===== config.mk =====
export PLATFORM = sky130hd
export DESIGN_NAME = fwd_producer_pipe
export DESIGN_NICKNAME = d
export VERILOG_FILES = /design/src/rtl/fwd_producer_pipe.sv
export SDC_FILE = /design/constraint.sdc
export NUM_CORES = 1
export LEC_CHECK = 0
export ABC_AREA = 1
export ABC_CLOCK_PERIOD_IN_PS = 1100
export CAP_MARGIN = 10
export CELL_PAD_IN_SITES_DETAIL_PLACEMENT = 1
export CELL_PAD_IN_SITES_GLOBAL_PLACEMENT = 1
export CORE_AREA = 3 3 117 119
export DETAILED_ROUTE_END_ITERATION = 16
export DIE_AREA = 0 0 120 122
export DONT_BUFFER_PORTS = 1
export GPL_TIMING_DRIVEN = 0
export PLACE_DENSITY = 0.52
export SETUP_SLACK_MARGIN = 0.05
export SLEW_MARGIN = 20
export SYNTH_ARGS = -nofsm -noshare
export SYNTH_HDL_FRONTEND = slang
export SYNTH_SLANG_ARGS = --single-unit

===== constraint.sdc =====
create_clock -name clk -period 1.1 [get_ports clk]
set_input_delay 0.11 -clock clk [delete_from_list [all_inputs] [get_ports clk]]
set_output_delay 0.11 -clock clk [all_outputs]
set_load 0.005 [all_outputs]

===== src/rtl/fwd_producer_pipe.sv =====
`timescale 1ns/1ps
// -----------------------------------------------------------------------------
// fwd_producer_pipe
//
// Producer side of the EX-stage operand forwarding network. Holds the EX/MEM
// and MEM/WB pipeline registers and exposes them to the EX forwarding muxes as
// the "EX-previous" (expro_*) and "MEM-previous" (mempro_*) sources. A
// load-use stop from the muxes becomes a bubble in EX/MEM. A load sitting in
// EX/MEM freezes the pipeline (hold_req) until memory returns its data. The
// MEM/WB register drives the register-file write port.
//
// Optional feature (compile-time macro FWD_LOAD_TIMEOUT_EN):
//   defined   - a load waiting MAX_WAIT cycles is completed with data 0 and the
//               sticky load_err flag is raised.
//   undefined - a load waits for mem_rvalid indefinitely; load_err is tied 0.
//
// Ports:
//   clk, rst_n                  clock, asynchronous active-low reset
//   ex_valid/ex_rd/ex_result/
//   ex_reg_write/ex_is_load     instruction currently in EX
//   stall_in                    load-use stop from the EX forwarding muxes
//   mem_req/mem_addr            load request to data memory
//   mem_rdata/mem_rvalid        load data returned from data memory
//   hold_req                    freeze PC/IF/ID/ID-EX this cycle
//   expro_addr/data/is_load     EX/MEM forwarding source
//   mempro_addr/data            MEM/WB forwarding source
//   wb_we/wb_addr/wb_data       register-file write port
//   load_err                    sticky load-timeout flag
// -----------------------------------------------------------------------------
module fwd_producer_pipe #(
    parameter int XLEN     = 32,
    parameter int AW       = 5,
    parameter int MAX_WAIT = 15
) (
    input  logic            clk,
    input  logic            rst_n,
    input  logic            ex_valid,
    input  logic [AW-1:0]   ex_rd,
    input  logic [XLEN-1:0] ex_result,
    input  logic            ex_reg_write,
    input  logic            ex_is_load,
    input  logic            stall_in,
    output logic            mem_req,
    output logic [XLEN-1:0] mem_addr,
    input  logic [XLEN-1:0] mem_rdata,
    input  logic            mem_rvalid,
    output logic            hold_req,
    output logic [AW-1:0]   expro_addr,
    output logic [XLEN-1:0] expro_data,
    output logic            expro_is_load,
    output logic [AW-1:0]   mempro_addr,
    output logic [XLEN-1:0] mempro_data,
    output logic            wb_we,
    output logic [AW-1:0]   wb_addr,
    output logic [XLEN-1:0] wb_data,
    output logic            load_err
);

    // The timeout needs at least one wait cycle to be meaningful.
    if (MAX_WAIT < 1) begin : g_max_wait_check
        $error("fwd_producer_pipe: MAX_WAIT must be at least 1");
    end

    // EX/MEM register
    logic [AW-1:0]   em_rd;
    logic            em_we;
    logic            em_load;
    logic [XLEN-1:0] em_result;

    // MEM/WB register
    logic [AW-1:0]   mw_rd;
    logic            mw_we;
    logic [XLEN-1:0] mw_data;

    logic            hold;
    logic            timeout;
    logic [XLEN-1:0] mw_data_next;

`ifdef FWD_LOAD_TIMEOUT_EN
    localparam int CW = $clog2(MAX_WAIT + 1);

    logic [CW-1:0] wait_cnt;
    logic          load_err_q;

    // The timeout cycle behaves like a data return: hold drops and the load
    // retires with zero data on that edge.
    assign timeout = em_load & ~mem_rvalid & (wait_cnt == CW'(MAX_WAIT));
    assign hold    = em_load & ~mem_rvalid & ~timeout;

    // Counts consecutive held cycles; any non-held cycle restarts it.
    always_ff @(posedge clk or negedge rst_n) begin
        if (!rst_n) begin
            wait_cnt   <= '0;
            load_err_q <= 1'b0;
        end else begin
            wait_cnt <= hold ? wait_cnt + 1'b1 : '0;
            if (timeout) begin
                load_err_q <= 1'b1;
            end
        end
    end

    assign load_err = load_err_q;
`else
    assign timeout  = 1'b0;
    assign hold     = em_load & ~mem_rvalid;
    assign load_err = 1'b0;
`endif

    // mem_rvalid only matters while a load occupies EX/MEM; same-cycle data
    // completes the load without any hold.
    always_comb begin
        mw_data_next = em_result;
        if (em_load) begin
            mw_data_next = timeout ? '0 : mem_rdata;
        end
    end

    // EX/MEM: hold wins over stall_in so a waiting load is never lost.
    always_ff @(posedge clk or negedge rst_n) begin
        if (!rst_n) begin
            em_rd     <= '0;
            em_we     <= 1'b0;
            em_load   <= 1'b0;
            em_result <= '0;
        end else if (hold) begin
            em_rd     <= em_rd;
            em_we     <= em_we;
            em_load   <= em_load;
            em_result <= em_result;
        end else if (stall_in || !ex_valid) begin
            em_rd     <= '0;
            em_we     <= 1'b0;
            em_load   <= 1'b0;
            em_result <= '0;
        end else begin
            em_rd     <= ex_rd;
            em_we     <= ex_reg_write;
            em_load   <= ex_is_load;
            em_result <= ex_result;
        end
    end

    // MEM/WB: receives a bubble every cycle a load is still waiting.
    always_ff @(posedge clk or negedge rst_n) begin
        if (!rst_n) begin
            mw_rd   <= '0;
            mw_we   <= 1'b0;
            mw_data <= '0;
        end else if (hold) begin
            mw_rd   <= '0;
            mw_we   <= 1'b0;
            mw_data <= '0;
        end else begin
            mw_rd   <= em_rd;
            mw_we   <= em_we;
            mw_data <= mw_data_next;
        end
    end

    assign hold_req      = hold;
    assign mem_req       = em_load;
    assign mem_addr      = em_result;

    // x0 is never exposed as a forwarding source or a register-file write.
    assign expro_addr    = (em_we && em_rd != '0) ? em_rd : '0;
    assign expro_data    = em_result;
    assign expro_is_load = em_load;

    assign mempro_addr   = (mw_we && mw_rd != '0) ? mw_rd : '0;
    assign mempro_data   = mw_data;

    assign wb_we         = mw_we & (mw_rd != '0);
    assign wb_addr       = mw_rd;
    assign wb_data       = mw_data;

endmodule


==> metrics.csv, run 1 <==
stage,metric,value,unit
status,status,"finished, violations left",
critical_path,slowest_delay,0.42,ns
detailed_routing,routed_wl,12930,um
place,dpl.hpwl,8463,um
cells_and_area,finalNetCount,552,
synth,synth_top_area_frac,0.5103,
synth,synth_ff_type,dfrtp_1,
cells_and_area,drive_gt1_frac,0.4075,
sta,setup_violations,76,
global_route,grt_pass1_vias,3396,
cells_and_area,final_cells,653,
detailed_routing,vias,3026,
detailed_routing,via_per_inst,4.634,
critical_path,regToRegSetupSlack,-0.16,ns
critical_path,critPathRequiredTime,0.99,ns
die,die_w,120,um
global_route,grt_max_degree,78,
detailed_routing,drc,0,
critical_path,regToRegStartpoint,expro_is_load,
synth,synthArstFlopShare,1.000,
synth,synth_commonest_cells,"77 x dfrtp_1, 67 x buf_4, 62 x a21oi_1",
clock_tree,cts_tree,built,
clock_tree,hold_buffers,70,
place,port_buffers,0,
sta,layout_setup_ws,-0.1960,ns
detailed_routing,first_pass_iters,4,
die,core,12670,sq um
power_and_ir_drop,leakage,2.525,nW
die,rows,41,
power_and_ir_drop,p_per_area,1378,nW/um^2
die,die-area,14640,sq um
power_and_ir_drop,switching_share,0.2624,
synth,synthCells,385,
synth,yosysWarnings,0,
place,dpl_cell_area,3993,sq um
synth,ys_ff_latch,77,
detailed_routing,ant_nets,0,
critical_path,rr_worst_depth,6,
synth,yosysMostFrequentCell,dfrtp_1,
critical_path,worst_path_most_repeated_cell,nor2_2,
sta,fmax,0.7716,GHz
power_and_ir_drop,p_seq_frac,0.434,
power_and_ir_drop,pwr-share-comb,0.168,
clock_tree,cts_buffer_depth,2,
critical_path,timing.rr.end,em_rd[3],
power_and_ir_drop,p_sw,1.977,mW
critical_path,crit_arrival,1.19,ns
sta,hold_viol_final,77,
global_route,grt_pass1_wl,19290,um
clock_tree,cts_root_buf,clkbuf_16,
clock_tree,clock_latency,0.34,ns
global_route,grt.overflow.total,0,
synth,synth.avg_cell_area,9.808,sq um
critical_path,cp-endpoint,mempro_addr[0],
synth,synth_edf_count,0,
detailed_routing,routedWlPerCell,19.79,um
global_route,grt_antenna_before_repair,0,
synth,synth_seq_area_share,0.5103,
cells_and_area,area_delta_synth_final,44.80,%
critical_path,cp_max_fo,4,
global_route,grt_usage,0.1731,
die,io_pins,224,
job,drv_cap,0,
sta,hold_ws,-0.5375,ns
clock_tree,htree_num_levels,3,
power_and_ir_drop,p_int,5.557,mW
detailed_routing,drt_iter0_markers,78,
synth,syn_area,3776,sq um
sta,post-route-min-period,1.296,ns
synth,synthTopCellsByArea,"dfrtp_1 51%, buf_4 13%, a21oi_1 8.2%",
critical_path,crit_path_start,wb_addr[1],
place,place_congestion,0.7390,
sta,rsz0062_at_grt,true,
cells_and_area,final_area,5468,sq um
hold_path,hold_class,in -> async,
sta,report.final.slew_viol_count,0,
synth,syn_nets,461,
critical_path,crit_path_end_kind,primary output,
clock_tree,numCtsBuffers,9,
power_and_ir_drop,vdd_ir_drop_max,0.0005064,V
clock_tree,clkSinkCount,77,
status,violations,"hold timing, setup timing",
die,fp.dieH,122,um
cells_and_area,antenna_cells,0,
power_and_ir_drop,p_total,7.535,mW
synth,synthDistinctLibCells,20,
sta,clock_skew,0.006398,ns
die,start_util,0.2980,
clock_tree,path_clk_slew,0.06,ns
critical_path,cp_slowest_cell,dfrtp_1,
place,dp_cells,557,
synth,synth_top_area_cell,dfrtp_1,
critical_path,critical_path.startpoint_type,flop,
power_and_ir_drop,p_clk_frac,0.398,
sta,fin_crit_sh,1.178,
critical_path,crit_type,reg -> out,
critical_path,path_cells,"nor2_2, nand3_1, nand2_2, nor2_2",
[per-stage QoR]
step | setup WS (ns) | TNS, ns | util
after detailed placement | -0.1319 | -4.810 | 0.3151
after global routing | -0.2535 | -12.21 | 0.4315
after floorplan | 0.1054 | 0 | -
after CTS | -0.2112 | -7.516 | 0.4132
after global placement | -0.09743 | -3.550 | 0.3151
final | -0.1960 | -6.136 | 0.4315
[power groups by stage]
stage               clock network [mW]  registers (mW)  logic, mW
floorplan                            0            3.24      0.701
global placement                     0            3.31      0.856
detailed placement                   0            3.31      0.869
CTS                               3.11            3.26       1.19
global route                      3.23            3.30       1.39
finish                            3.00            3.27       1.27
[flip-flops by register name, indices dropped and copies added (netlist names)]
| name | cells |
|---|---|
| expro_data | 32 |
| mempro_data | 32 |
| em_rd | 5 |
| wb_addr | 5 |
| em_we | 1 |
| expro_is_load | 1 |
| mw_we | 1 |
[logic make-up after synthesis]
kind of cell,Yosys count,share of synthesized area
buf+inv,139,0.2256
compound gates,101,0.1537
flops,77,0.5103
simple gates,67,0.1093
other cells,1,0.0009931
[worst max-delay path, delay by kind of cell, from the launching register on]
kind,cells,cell delay (ns)
flip-flops,1,0.42
AND/OR/NAND/NOR,4,0.42
[how the worst min path moves through the flow]
stage	from	endpoint	slack, ns	depth (start not counted)
CTS	rst_n	mempro_data[27]	-0.56	0
floorplan	rst_n	em_rd[0]	-0.19	0
finish	rst_n	mempro_data[27]	-0.54	0
global route	rst_n	mempro_data[27]	-0.56	0
detailed placement	rst_n	mempro_data[27]	-0.18	0
global placement	rst_n	expro_data[27]	-0.18	0
[metal layers]
layer / GRT usage / part of all wire / up-vias / routed length, um
met5: 0 / 0 / - / 0
met4: 0.06586 / 0.016 / 0 / 207
met3: 0.05432 / 0.086 / 13 / 1113
met2: 0.2887 / 0.49 / 160 / 6356
met1: 0.2100 / 0.41 / 1495 / 5250
li1: - / - / 1358 / -
[layout by cell type (no fill, tap or decap), drive strengths merged]
master / n
a21oi: 62
dfrtp: 77
clkbuf: 18
inv: 50
conb: 1
buf: 91
clkinvlp: 1
clkinv: 4
dlygate4sd3: 70
nand2: 9
bufinv: 1
nand3: 41
o21ai: 39
nor2: 17
[final cells by class]
cell class              instances  area (sq um)
flip-flops and latches         77          1942
clock buffers                  11         242.7
multi-input cells             169          1092
inverters                      51         195.2
fillers                      1421          7203
repair buffers                 81         903.4
plain buffers                  87         827.0
well taps                     172         215.2
clock inverters                 5         50.05
[timing repair]
action	in CTS	in global routing
endpoints found under the hold margin	147	77
buffers inserted	4	1
resized for setup	68	42
endpoints found under the setup margin	92	106
cloned	2	4
pin swaps	3	4
(Power assumes the default switching activity.)
==> run 2: changes to the inputs <==
--- a/config.mk
+++ b/config.mk
@@ -10,9 +10,9 @@
 export CAP_MARGIN = 10
 export CELL_PAD_IN_SITES_DETAIL_PLACEMENT = 1
 export CELL_PAD_IN_SITES_GLOBAL_PLACEMENT = 1
-export CORE_AREA = 3 3 117 119
+export CORE_AREA = 3 3 134 104
 export DETAILED_ROUTE_END_ITERATION = 16
-export DIE_AREA = 0 0 120 122
+export DIE_AREA = 0 0 137 107
 export DONT_BUFFER_PORTS = 1
 export GPL_TIMING_DRIVEN = 0
 export PLACE_DENSITY = 0.52
==> run 2 against run 1 <==
- the flow still finishes with violations (hold timing, setup timing)
- first-iteration DRC count rose by 35%
- clock-buffer cell count did not move
- total power rose by 3.6%
- critical path depth fell by 1
- via count fell by 2.1%
- sequential share of layout area rose by 0.62 points
- worst hold slack improved by 0.011 ns
- flip-flop and latch count did not move
- setup slack improved by 0.015 ns
- utilization fell by 1.3 points
- clock skew barely moved
==> metrics.csv, run 2 (synthesized netlist as in run 1, its figures left out) <==
stage,metric,value,unit,change
critical_path,critPathRequiredTime,0.99,ns,about the same
cells_and_area,num-fill-cells,1439,,+1.3%
global_route,grt_util_met3,0.04456,,-0.009758
critical_path,crit_arrival,1.17,ns,-0.02 ns
power_and_ir_drop,vdd_ir_drop_max,0.0009254,V,+83%
detailed_routing,drt_iter0_markers,105,,+35%
critical_path,rr_worst_depth,6,,unchanged
power_and_ir_drop,p_total,7.804,mW,+3.6%
critical_path,regToRegStartpoint,expro_is_load,,
cells_and_area,drive_gt1_frac,0.3808,,-0.02673
critical_path,slowest_delay,0.48,ns,+0.06 ns
detailed_routing,routed_wl,12110,um,-6.3%
place,port_buffers,0,,unchanged
cells_and_area,final_area,5354,sq um,-2.1%
sta,hold_viol_final,77,,unchanged
die,fp.dieH,107,um,-12%
die,die_w,137,um,+14%
detailed_routing,ant_nets,0,,unchanged
global_route,grt_pass1_vias,3264,,-3.9%
clock_tree,cts_root_buf,clkbuf_16,,
critical_path,crit_cells,3,,-1
sta,fin_crit_sh,1.164,,-0.01370
cells_and_area,final_cells,649,,-0.61%
die,start_util,0.2952,,-0.002827
critical_path,crit_path_start,expro_is_load,,
global_route,grt_max_degree,78,,unchanged
cells_and_area,layout_common_cells,"71 x dfrtp_1, 69 x dlygate4sd3_1, 65 x buf_4, 62 x a21oi_1, 45 x inv_1",,
sta,clock_skew,0.006544,ns,+0.0001458 ns
critical_path,cp_max_fo,7,,+3
status,violations,"hold timing, setup timing",,
cells_and_area,multiInputGateArea,1061,sq um,-2.9%
clock_tree,cts_tree,built,,
power_and_ir_drop,p_sw,1.889,mW,-4.4%
sta,post-route-min-period,1.281,ns,-0.01507 ns
power_and_ir_drop,p_per_area,1458,nW/um^2,+5.8%
critical_path,crit_buf_inv,2,,+2
sta,report.final.slew_viol_count,0,,unchanged
place,place_congestion,0.6829,,-7.6%
clock_tree,numCtsBuffers,9,,unchanged
clock_tree,cts_buffer_depth,2,,unchanged
die,core,12790,sq um,+0.96%
global_route,grt_pass1_wl,17990,um,-6.8%
sta,rsz0062_at_grt,true,,
global_route,gr-usage-met2,0.2778,,-0.01091
global_route,grtUsageMet1,0.1992,,-0.01079
critical_path,cp_slowest_cell,dfrtp_2,,
power_and_ir_drop,switching_share,0.2421,,-0.02034
place,dp_worst_setup_slack,-0.1394,ns,-0.007493 ns
detailed_routing,first_pass_iters,4,,unchanged
cells_and_area,area_delta_synth_final,41.78,%,
power_and_ir_drop,pwr-share-comb,0.154,,-0.014
sta,hold_ws,-0.5265,ns,+0.01107 ns
global_route,busiest_layer,met2,,
job,drv_cap,0,,unchanged
sta,fmax,0.7807,GHz,+1.2%
die,io_pins,224,,unchanged
clock_tree,clock_latency,0.33,ns,about the same
critical_path,critical_path.startpoint_type,flop,,
cells_and_area,seqCellArea,1934,sq um,-0.39%
power_and_ir_drop,p_seq_frac,0.418,,-0.016
critical_path,path_cells,"nand2_4, buf_12, clkinvlp_4",,
place,dpl.hpwl,8207,um,-3.0%
detailed_routing,routedWlPerCell,18.66,um,-5.7%
status,status,"finished, violations left",,
die,rows,36,,-12%
detailed_routing,vias,2961,,-2.1%
cells_and_area,layout_commonest_cell,dfrtp_1,,
global_route,grt.overflow.total,0,,unchanged
clock_tree,htree_num_levels,3,,unchanged
power_and_ir_drop,leakage,2.487,nW,-1.5%
detailed_routing,via_per_inst,4.562,,-1.5%
critical_path,regToRegSetupSlack,-0.17,ns,about the same
clock_tree,path_clk_slew,0.06,ns,about the same
critical_path,crit_type,reg -> out,,
place,dp_cells,556,,-0.18%
power_and_ir_drop,p_int,5.915,mW,+6.4%
critical_path,cp_top_family,flip-flops,,
clock_tree,clkSinkCount,77,,unchanged
detailed_routing,drc,0,,unchanged
die,die-area,14660,sq um,+0.13%
clock_tree,hold_buffers,69,,-1.4%
global_route,grt_antenna_before_repair,0,,unchanged
sta,setup_violations,64,,-16%
cells_and_area,antenna_cells,0,,unchanged
sta,layout_setup_ws,-0.1809,ns,+0.01507 ns
critical_path,crit_path_end_kind,primary output,,
place,dpl_cell_area,3991,sq um,about the same
global_route,grt_usage,0.1616,,-0.01154
cells_and_area,finalNetCount,550,,-0.36%
power_and_ir_drop,p_clk_frac,0.428,,+0.030
hold_path,hold_class,in -> async,,
## run 2: cell count changes in the layout (fill, tap and decap cells not counted), moves of 3 or more
cell | before | now
buf_4 | 53 | 65
nand3_1 | 16 | 19
dfrtp_2 | 12 | 6
nor2_2 | 9 | 6
clkinv_2 | 4 | 0
o21ai_0 | 2 | 5
buf_6 | 25 | 16
o21ai_2 | 30 | 27
dfrtp_1 | 65 | 71
## run 2: worst paths after layout
| check | end |
|---|---|
| worst max-delay path | hold_req |
| worst min register to register | wb_addr[4] |
| worst max register to register | em_rd[3] |
| worst min-delay path | mempro_data[26] |
| max in group asynchronous | expro_data[8] |
| min in group clk | mempro_data[16] |
## run 2: cell type report
cell class / instances / share of cell area
plain buffers: 88 / 0.1472
clock buffers: 11 / 0.04347
clock inverters: 4 / 0.01823
inverters: 51 / 0.03646
multi-input cells: 169 / 0.1982
flip-flops and latches: 77 / 0.3613
well taps: 171 / 0.03996
repair buffers: 78 / 0.1552
## run 2: worst reg2reg max path, cell delays in order (launching register included)
cell and delay (ns):
dfrtp_2 0.47, nand2_4 0.09, buf_4 0.15, buf_12 0.14, clkbuf_16 0.16, nand3_1 0.08, o21ai_1 0.06
## run 2: power by group through the flow
stage	Clock [mW]	Combinational [mW]	Sequential, mW
6_report	3.34	1.20	3.26
4_1_cts	3.45	1.18	3.26
2_1_floorplan	0	0.701	3.24
3_3_place_gp	0	0.855	3.31
3_5_place_dp	0	0.864	3.31
5_1_grt	3.57	1.32	3.29
## run 2: stage by stage
stage	util	hold WS [ns]	setup TNS, ns
5_1_grt	0.4185	-0.5483	-13.47
6_report	0.4185	-0.5265	-6.239
2_1_floorplan	-	-0.1856	0
4_1_cts	0.4091	-0.5438	-7.800
3_3_place_gp	0.3120	-0.1830	-4.795
3_5_place_dp	0.3120	-0.1833	-5.257
## run 2: per-layer routing
metal / vias to the layer above / wire length, um / part of all wire
li1: 1349 / - / -
met1: 1463 / 4918 / 0.41
met2: 141 / 6130 / 0.51
met3: 8 / 961 / 0.079
met4: 0 / 98 / 0.0081
met5: - / 0 / 0
## run 2: what timing repair did
item | CTS | global route
gates cloned | 1 | 3
endpoints found under the setup margin | 88 | 94
resized for setup | 55 | 25
endpoints found under the hold margin | 146 | 77
setup buffers | 5 | 2
pin swaps | 4 | 6
